==> src/rtl/uart_fifo_top.sv <==
// uart_fifo_top: 16 x 8 circular-buffer FIFO for one UART 16550 direction.
// Provides empty/full status, registered overrun/underrun error pulses and a
// programmable fill-level trigger for the interrupt logic.
module uart_fifo_top #(
  parameter int DATA_W = 8,
  parameter int DEPTH  = 16
) (
  input  logic                       clk,
  input  logic                       rst_n,
  input  logic                       i_en,
  input  logic                       i_push,
  input  logic                       i_pop,
  input  logic [DATA_W-1:0]          i_din,
  input  logic [$clog2(DEPTH)-1:0]   i_threshold,
  output logic [DATA_W-1:0]          o_dout,
  output logic                       o_empty,
  output logic                       o_full,
  output logic                       o_overrun,
  output logic                       o_underrun,
  output logic                       o_thre_trigger
);

  localparam int AW = $clog2(DEPTH);
  localparam logic [AW:0] CNT_FULL = (AW+1)'(DEPTH);

  logic [DATA_W-1:0] r_mem [DEPTH];
  logic [AW-1:0]     r_wr_ptr;
  logic [AW-1:0]     r_rd_ptr;
  logic [AW:0]       r_count;
  logic              r_overrun;
  logic              r_underrun;

  logic              w_empty;
  logic              w_full;
  logic              w_do_push;
  logic              w_do_pop;
  logic              w_overrun_next;
  logic              w_underrun_next;
  logic [AW:0]       w_count_next;

  // Status flags and accepted operations, all derived from the current count.
  // A push on a full FIFO still succeeds when a pop frees the head slot in
  // the same cycle; a pop on an empty FIFO never succeeds, even with a push.
  always_comb begin
    w_empty         = (r_count == '0);
    w_full          = (r_count == CNT_FULL);
    w_do_pop        = i_en && i_pop && !w_empty;
    w_do_push       = i_en && i_push && (!w_full || w_do_pop);
    w_overrun_next  = i_en && i_push && !i_pop && w_full;
    w_underrun_next = i_en && i_pop && w_empty;
    w_count_next    = r_count;
    case ({w_do_push, w_do_pop})
      2'b10:   w_count_next = r_count + (AW+1)'(1);
      2'b01:   w_count_next = r_count - (AW+1)'(1);
      default: w_count_next = r_count;
    endcase
  end

  // Storage array: cleared on reset so dout reads 0 until the first write.
  always_ff @(posedge clk or negedge rst_n) begin
    if (!rst_n) begin
      for (int i = 0; i < DEPTH; i++) r_mem[i] <= '0;
    end else if (w_do_push) begin
      r_mem[r_wr_ptr] <= i_din;
    end
  end

  // Pointers and occupancy count; pointers wrap naturally at DEPTH.
  always_ff @(posedge clk or negedge rst_n) begin
    if (!rst_n) begin
      r_wr_ptr <= '0;
      r_rd_ptr <= '0;
      r_count  <= '0;
    end else begin
      if (w_do_push) r_wr_ptr <= r_wr_ptr + AW'(1);
      if (w_do_pop)  r_rd_ptr <= r_rd_ptr + AW'(1);
      r_count <= w_count_next;
    end
  end

  // Error pulses: one cycle after the rejected request, cleared otherwise.
  always_ff @(posedge clk or negedge rst_n) begin
    if (!rst_n) begin
      r_overrun  <= 1'b0;
      r_underrun <= 1'b0;
    end else begin
      r_overrun  <= w_overrun_next;
      r_underrun <= w_underrun_next;
    end
  end

  // Output drive: head data straight from storage, flags from the count.
  always_comb begin
    o_dout         = r_mem[r_rd_ptr];
    o_empty        = w_empty;
    o_full         = w_full;
    o_overrun      = r_overrun;
    o_underrun     = r_underrun;
    o_thre_trigger = (i_threshold != '0) && (r_count >= {1'b0, i_threshold});
  end

endmodule

==> config.mk <==
export PLATFORM = sky130hd
export DESIGN_NAME = uart_fifo_top
export DESIGN_NICKNAME = d
export VERILOG_FILES = /design/src/rtl/uart_fifo_top.sv
export SDC_FILE = /design/constraint.sdc
export NUM_CORES = 1
export LEC_CHECK = 0
export ABC_AREA = 1
export BUFFER_PORTS_ARGS = -buffer_cell sky130_fd_sc_hd__buf_2
export CORE_UTILIZATION = 45
export CTS_CLUSTER_SIZE = 40
export DETAILED_ROUTE_END_ITERATION = 8
export HOLD_SLACK_MARGIN = 0.03
export PLACE_DENSITY_LB_ADDON = 0.25
export SYNTH_ARGS = -nofsm -noshare
export SYNTH_HDL_FRONTEND = slang
export SYNTH_SLANG_ARGS = --single-unit
==> constraint.sdc <==
create_clock -name clk -period 4.83 [get_ports clk]
set_input_delay 0 -clock clk [delete_from_list [all_inputs] [get_ports clk]]
set_output_delay 0 -clock clk [all_outputs]
set_load 0.02 [all_outputs]
==> results of run 1 <==
timing repair:
action	4_1_cts	5_1_grt
hold buffers	4	0
resized for setup	0	0
endpoints found under the hold margin	83	0
setup buffers	0	0
worst paths after layout:
path / startpoint / cells after the start / to / slack [ns]
worst min-delay path: i_pop / 5 / r_rd_ptr[0]$_DFFE_PN0P_ / 0.06
worst min register to register: r_mem[116]$_DFFE_PN0P_ / 2 / r_mem[116]$_DFFE_PN0P_ / 0.48
max in group asynchronous: rst_n / 3 / r_rd_ptr[0]$_DFFE_PN0P_ / 3.32
min in group asynchronous: rst_n / 2 / r_mem[45]$_DFFE_PN0P_ / 0.20
worst max register to register: r_count[1]$_DFFE_PN0P_ / 13 / r_count[4]$_DFFE_PN0P_ / 2.63
worst max-delay path: r_rd_ptr[0]$_DFFE_PN0P_ / 10 / o_dout[7] / 1.90
report_power, final:
part	total (W)	leakage, nW	switching, W	internal (W)
registers	0.00200	1.87	0.000305	0.00169
clock network	0.00131	0.289	0.000519	0.000787
logic	0.00202	1.46	0.00131	0.000703
critical path: cells and delay by family (launching register included):
family                 cells  cell delay, ns
buffers and inverters      4            1.51
AND/OR/NAND/NOR            4            0.40
flip-flops                 1            0.33
AO/OA/AOI/OAI              2            0.22
logic make-up after synthesis:
kind of cell	Yosys count
AOI/OAI and AO/OA	239
buffers and inverters	106
xor gates and xnor gates	6
and+or+nand+nor	315
adders and majority gates	13
DFF	143
layout make-up:
type	instances	area [um^2]
Sequential cell	143	3580
Fill cell	1479	7450
Tap cell	211	264
Multi-Input combinational cell	573	2990
Clock buffer	19	453
Timing Repair Buffer	39	236
Inverter	54	203
Clock inverter	13	139
routing by layer:
| layer | track usage (%) | part of all wire (%) |
|---|---|---|
| met1 | 32.6 | 48 |
| met2 | 34.4 | 46 |
| met3 | 4.38 | 4.9 |
| met4 | 7.82 | 1.1 |
| met5 | 0 | 0 |
metrics by stage:
stage | worst slack (ns) | total power [W] | instances
floorplan | 2.92 | 0.00347 | 822
detailed placement | 2.45 | 0.00402 | 1016
global route | 1.76 | 0.00574 | 1052
finish | 1.90 | 0.00532 | 1052
global placement | 2.47 | 0.00397 | 1016
CTS | 1.98 | 0.00534 | 1052
sequential cells by signal, indices dropped and copies added (netlist names):
name,cells
r_wr_ptr,4
r_count,5
o_overrun,1
r_rd_ptr,4
o_underrun,1
r_mem,128
layout by cell type, fill, tap and decap left out, drive strengths merged, types with 4 or more instances in the layout:
cell	n
o21ai	189
nand2	177
dfrtp	143
nor2	88
inv	53
nand3	46
o211ai	40
buf	35
clkbuf	19
ha	12
a21oi	10
clkinv	10
xor2	6
dlygate4sd3	4
==> out/summary.md, run 1 <==
The flow ran to the end, and the final reports show no timing, DRC or antenna violations. For the count of inserted antenna diode cells, the log shows 0. Setup repair after global routing left no endpoint under its margin. The via count normalized by instance count is 5.34. Library cell contributing the largest single delay on the critical path: buf_4. Main combinational cell family by area after synthesis: simple AND/OR/NAND/NOR gates.

Summed over all failing endpoints, the final setup total negative slack is 0 ns. Once the floorplan was initialized, standard cells occupied 46.6% of the core. The tools report the part of the Yosys area used for sequential elements as 50.2%. Global routing consumed, over all layers together, 22.7% of the routing resources. The number of cell rows came out at 45.

The worst setup path is captured at an output port. The routed wirelength normalized by instance count was 16.3 um; the share of synthesized flip-flops with an asynchronous set or reset was 100%. From bottom edge to top edge, the die measures 128 um. Yosys attributes the largest share of cell area to dfrtp_1 (50%), o21ai_0 (12%), nand2_1 (9.3%). In this run the power density over the cells is 677 nW/um^2. The cell leakage power was 3.62 nW; the share of the cycle needed by the critical path after routing was 60.7%.

The XOR/XNOR share of the synthesized area is 0.737%, and the post-detailed-route DRC marker count is 0. The logs give 822 for the cell count after synthesis and 51.4% for the post-route core utilization. Walking the worst path, the cells encountered are buf_4 -> inv_1 -> buf_4 -> nor2_1 -> nor2_1 -> o21ai_0 -> o211ai_1 -> nand3_1 -> nand2_1 -> buf_2. The path class of the tightest hold or removal check is input port to flop.

Across the routed clock network, the largest skew measured is 0.0122 ns. For the worst setup path, the data required time is 4.83 ns. The final hold violation count is 0, and the CTS clock-pin slew for the worst setup and hold paths is 0.06 ns.

Clock buffer count from CTS: 17. The netlist uses 29 different library cells. The post-route netlist has 10.9% of its cells at a drive strength greater than 1. For this block, the via count after detailed routing is 5618. The number of synthesized register bits was 143. The worst setup path is launched from a flop. The first-pass GRT wire length came out at 28000 um. Summing all non-filler instances in the final layout gives an area of 7870 um^2. For the count of pins over their slew limit, the log shows 0.

The total overflow left after global routing is 0. Summed over all layers, the routed wires come to 17100 um. The worst slack on hold paths is 0.0638 ns. The worst path in the final design needs a cycle of 2.93 ns, including I/O delays and setup.

The synthesized netlist devotes 2.39% of its cell area to adder and majority cells. The share of the synthesized area in compound gates (AO/OA/AOI/OAI) was 18.3%; the number of top-level design ports was 30. Cell with the most instances after synthesis: nand2_1.

The simple logic cell fraction of the synthesized area works out to 20.5%. Top fanout value on the critical path: 82. The layout overhead on the synthesized area was 10.3%.

The type of the setup path with the least slack is flop to output port. For the final estimated routing congestion in global placement, the log shows 0.772. The number of antenna violations at the first check in global routing was 0; the number of nets at the end of the flow was 858.

For the worst-skew pair, the clock arrives at the later sink with an insertion delay of 0.43 ns. The detailed placer's ending HPWL came out at 10300 um. Measured against the total synthesized area, the mux share comes to 0%. The run gives 5220 as the number of global-route vias before repair. The tool flagged a number of max-cap violations equal to 0.

The count of flip-flops with a built-in enable after synthesis was 0. Synthesis produced a netlist with a net count of 852. For this block, the initial DRC count from the detailed router was 728. The maximum number of buffers from clock root to sink was 2; the first-pass iteration count of the detailed router was 5.

The netlist area before placement is 7130 um^2. The placed instances occupy a cell area of 7230 um^2. After synthesis, the mean cell area works out to 8.67 um^2. The largest net degree at the start of global routing was 83.

The core footprint came out at 15300 um^2. Of all cell types, the one taking the most synthesized area is dfrtp_1. Setup violations remaining at the end of the flow were counted as 0. The horizontal die dimension was 128 um.

The number of warnings issued by yosys is 0, and the fraction of synthesized cell area taken by the top area cell type is 50.2%. TritonCTS built the clock tree. The number of clock sinks came out at 143.

The die covers 16400 um^2. At the worst endpoint, the arrival time is 2.93 ns. Number of levels the H-tree was split into: 4. The total of buffers placed on input and output ports was 29.

In this run the tightest slew margin relative to its limit is 37.4%. Sorting the synthesized cells by how often they occur yields nand2_1 (176), o21ai_0 (170), dfrtp_1 (143). The commonest register cell after synthesis was dfrtp_1. The largest single stage delay on the critical path is 0.62 ns.

The clock tree root driver cell was clkbuf_16. At the pin with the least slew margin, the transition time is 0.939 ns. The detail route stage leaves a number of antenna-violating nets equal to 0. VDD sags by at most 295 uV. The tools report the maximum clock frequency as 341 MHz.
Power figures use the tool's default switching activity.
==> run 2, diff against run 1 <==
- ABC_AREA: 1 -> 0
- clock period: 4.83 -> 2.55 ns (I/O delays scaled with it)
==> run 2 against run 1 <==
Compared with the run above:
- the run now ends with DRC left
- global-route usage is 2.0 points lower
- critical path type unchanged
- largest power group is now registers
- area after synthesis is 4.1% lower
- clock-buffer cell count is 3 higher
- largest cell class unchanged
- critical endpoint unchanged
- non-clock buffer count is 7 higher
- highest routed layer unchanged
- via count is 29% lower
- clock skew is 0.0046 ns lower
- first-iteration DRC count is 64% lower
==> out/summary.md, run 2 <==
The flow ran to the end, but the final reports show violations. The checks that failed: DRC. The tools report the post-synthesis net count as 493.

The logs give 0.00994 W for the total power after layout and 0 for the count of inserted antenna diode cells. On the final layout, the worst clock skew is 0.00769 ns. The detailed placer's ending HPWL was 9230 um; the number of buffers inserted by post-CTS setup repair was 0. The post-route netlist has 48.1% of its cells at a drive strength greater than 1. The final critical path takes up 92.7% of the cycle. The required time of the critical path was 2.55 ns; the worst slack on hold paths was 0.0408 ns.

The mapped netlist covers 6840 um^2. The reported max-cap violation count is 0. The flip-flop count of the largest register after layout is 128. For the pin with the worst max-slew slack, the measured transition is 0.966 ns.

Power spread over the standard cell area amounts to 1260 nW/um^2. The finished layout holds 698 standard cells, fillers aside. Along the worst path, the maximum fanout reaches 32. The congestion estimate from routability-driven global placement came to 0.760. The run gives 0 as the count of pins over their slew limit.

The first global-routing pass estimated 24100 um of wire. Once the floorplan was initialized, standard cells occupied 46.5% of the core. Fraction of synthesized cell area taken by the top area cell type: 52.3%. Tracing the worst setup path back leads to its startpoint at r_rd_ptr[0]$_DFFE_PN0P_. Once detail routing completed, the nets flagged for antenna violations numbered 0. Yosys mapped a number of flops with a built-in enable equal to 0.

The number of clock buffers added by TritonCTS is 17. The clock tree root driver cell was clkbuf_16. The type of the setup path with the least slack is flop to output port.

At the worst endpoint, the arrival time is 2.36 ns. The CTS clock-pin slew for the worst setup and hold paths was 0.06 ns. The largest registers in the layout are r_mem x128, r_count x5. Synthesis instantiated 41 different standard cells from the library.

Summing the areas of all xor and xnor instances in the mapped netlist gives 1.15% of the synthesized area. In this run the critical register-to-register path is launched from r_count[1]$_DFFE_PN0P_. CTS saw 143 sinks. The number of warnings issued by yosys came out at 0.

The normalized max-slew margin is 35.2%, and the horizontal die dimension is 125 um. VDD sags by at most 599 uV. Summing the areas of all and, or, nand and nor instances in the mapped netlist gives 5.34% of the synthesized area.

Compared with the post-synthesis result, the final layout area differs by 15.7%. For this design the static power due to leakage is 3.57 nW. The final-report setup violation count was 0.

The post-detailed-route DRC marker count came out at 2. Dividing the detail-routed wire length by the instance count gives 21.3 um. The most frequent standard cell in the layout excluding fill and tap cells was dfrtp_1. dfrtp_1 takes more of the synthesized area than any other cell. The library cells used most frequently in the layout, excluding fill and tap cells, are dfrtp_1 (142), mux2_2 (127), mux4_2 (32), buf_2 (28), clkbuf_16 (17).

The number of global-route vias before repair was 4348; the total wire length after detailed routing was 14800 um. The maximum number of buffers from clock root to sink was 2; the number of nets at the end of the flow was 531. In this run, the number of DRC markers left after iteration 0 of detailed routing was 264. The share of synthesized flip-flops with an asynchronous set or reset works out to 100%. The worst hold path belongs to the class input port to flop.

Entering global routing, the biggest net connects 70 pins. The logs give 659 for the total instance count after detailed placement and 20.7% for the combined global-route utilization of all metal layers. Setup repair after global routing left no endpoint under its margin. The via count normalized by instance count is 5.74, and the final hold violation count is 0. The commonest register cell after synthesis was dfrtp_1. The run gives 0 as the number of antenna violations at the first check in global routing. The H-tree was split into 4 levels. The worst setup path is captured at an output port.

The tools report the capture point of the critical path as o_dout[7]. For the summed negative setup slack over all endpoints, the log shows 0 ns. The number of synthesized register bits works out to 143. For the cell count after synthesis, the log shows 463. The chip height is 125 um, and the final critical delay including setup and external delays is 2.36 ns. The register with the most flip-flops in the final layout is r_mem. The setup check on the worst reg-to-reg path leaves a slack of 0.21 ns.

TritonCTS built the clock tree. The synthesized netlist devotes 3.84% of its cell area to compound gates. The logs give 14700 um^2 for the core footprint and 15700 um^2 for the area enclosed by the die boundary.

The floorplan has 44 rows. Ranked by instance count, the synthesized netlist is headed by dfrtp_1 (143), mux2_2 (127), mux4_2 (32). The first-pass iteration count of the detailed router is 9, and the fraction of the mapped netlist area in adder cells is 2.49%. Ranked by total cell area, the synthesized netlist is headed by dfrtp_1 (52%), mux2_2 (21%), mux4_2 (11%). Sequential cells were found to cover 52.3% of the synthesized design area.

Each instance of the synthesized netlist takes up on average 14.8 um^2. The latest clock arrival within the worst-skew pair came out at 0.43 ns. The endpoint of the worst-slack reg-to-reg timing path is r_count[4]$_DFFE_PN0P_.

The maximum clock frequency is 423 MHz, and the remaining global-route overflow is 0. The worst setup path is launched from a flop. Pin placement for this block handled 30 I/O pins.

The fraction of synthesized area in multiplexers came out at 32.4%. The total of buffers placed on input and output ports works out to 29. The number of cells on the worst reg-to-reg path is 9. The main combinational cell family by area after synthesis is multiplexers. Across all layers, the routed design uses 4008 vias. dfrtp_1 is the most common cell in the netlist.
run 2: changes by cell type after synthesis, sizes merged, moves of 16 or more:
cell,change
buf,-16
nand2,-161
mux2,+131
o21ai,-186
inv,-42
a22oi,+16
mux4,+32
o211ai,-38
nand3,-41
nor2,-73
run 2: worst min-delay path by stage:
stage	from	endpoint	slack, ns	cells after the start
floorplan	rst_n	o_overrun$_DFF_PN0_	-0.30	0
global placement	rst_n	r_mem[64]$_DFFE_PN0P_	0.05	1
CTS	i_din[3]	r_mem[51]$_DFFE_PN0P_	0.03	2
global route	i_din[0]	r_mem[48]$_DFFE_PN0P_	0.05	2
finish	i_din[0]	r_mem[48]$_DFFE_PN0P_	0.04	2
detailed placement	rst_n	r_mem[72]$_DFFE_PN0P_	0.05	1
run 2: kinds of logic (layout without fill, tap and decap cells):
family / Yosys count / count (layout)
compound gates: 33 / 33
xor+xnor: 9 / 9
fa+ha+maj: 13 / 13
buf+inv: 37 / 88
flops: 143 / 143
mux: 165 / 165
simple gates: 63 / 63
run 2: layout make-up:
type	instances	area, um^2
fillers	1183	6790
flip-flops and latches	143	3580
clock inverters	10	159
well taps	184	230
inverters	10	37.5
repair buffers	46	334
clock buffers	22	474
multi-input cells	283	3100
run 2: critical path, cell delays in order, from the launching register on:
cell and delay, ns:
dfrtp_2 0.46, buf_12 0.29, mux4_2 0.54, a22oi_1 0.32, nand2_1 0.12, buf_2 0.17
run 2: metrics by stage:
stage | util [%] | worst slack, ns | instance area, um^2
floorplan | - | 0.318 | 6840
global placement | 49.0 | 0.273 | 7200
detailed placement | 49.0 | 0.223 | 7200
CTS | 53.8 | 0.143 | 7910
global route | 53.8 | 0.0351 | 7910
finish | 53.8 | 0.186 | 7910
run 2: report_power, final:
part / leakage, nW / internal [W] / switching [W] / total [W]
logic: 1.43 / 0.00188 / 0.00164 / 0.00352
registers: 1.83 / 0.00320 / 0.000588 / 0.00379
clock network: 0.306 / 0.00171 / 0.000923 / 0.00263
total: 3.57 / 0.00679 / 0.00315 / 0.00994
run 2: metal layers:
layer | up-vias | track usage (%) | share of wire [%]
li1 | 1803 | - | -
met1 | 2112 | 27.6 | 45
met2 | 76 | 33.4 | 49
met3 | 17 | 5.31 | 5.1
met4 | 0 | 6.53 | 1.3
met5 | - | 0 | 0
run 2: timing repair:
item	in CTS	in global routing
endpoints found under the hold margin	85	0
resized for setup	0	1
endpoints found under the setup margin	0	1
hold buffers	7	0
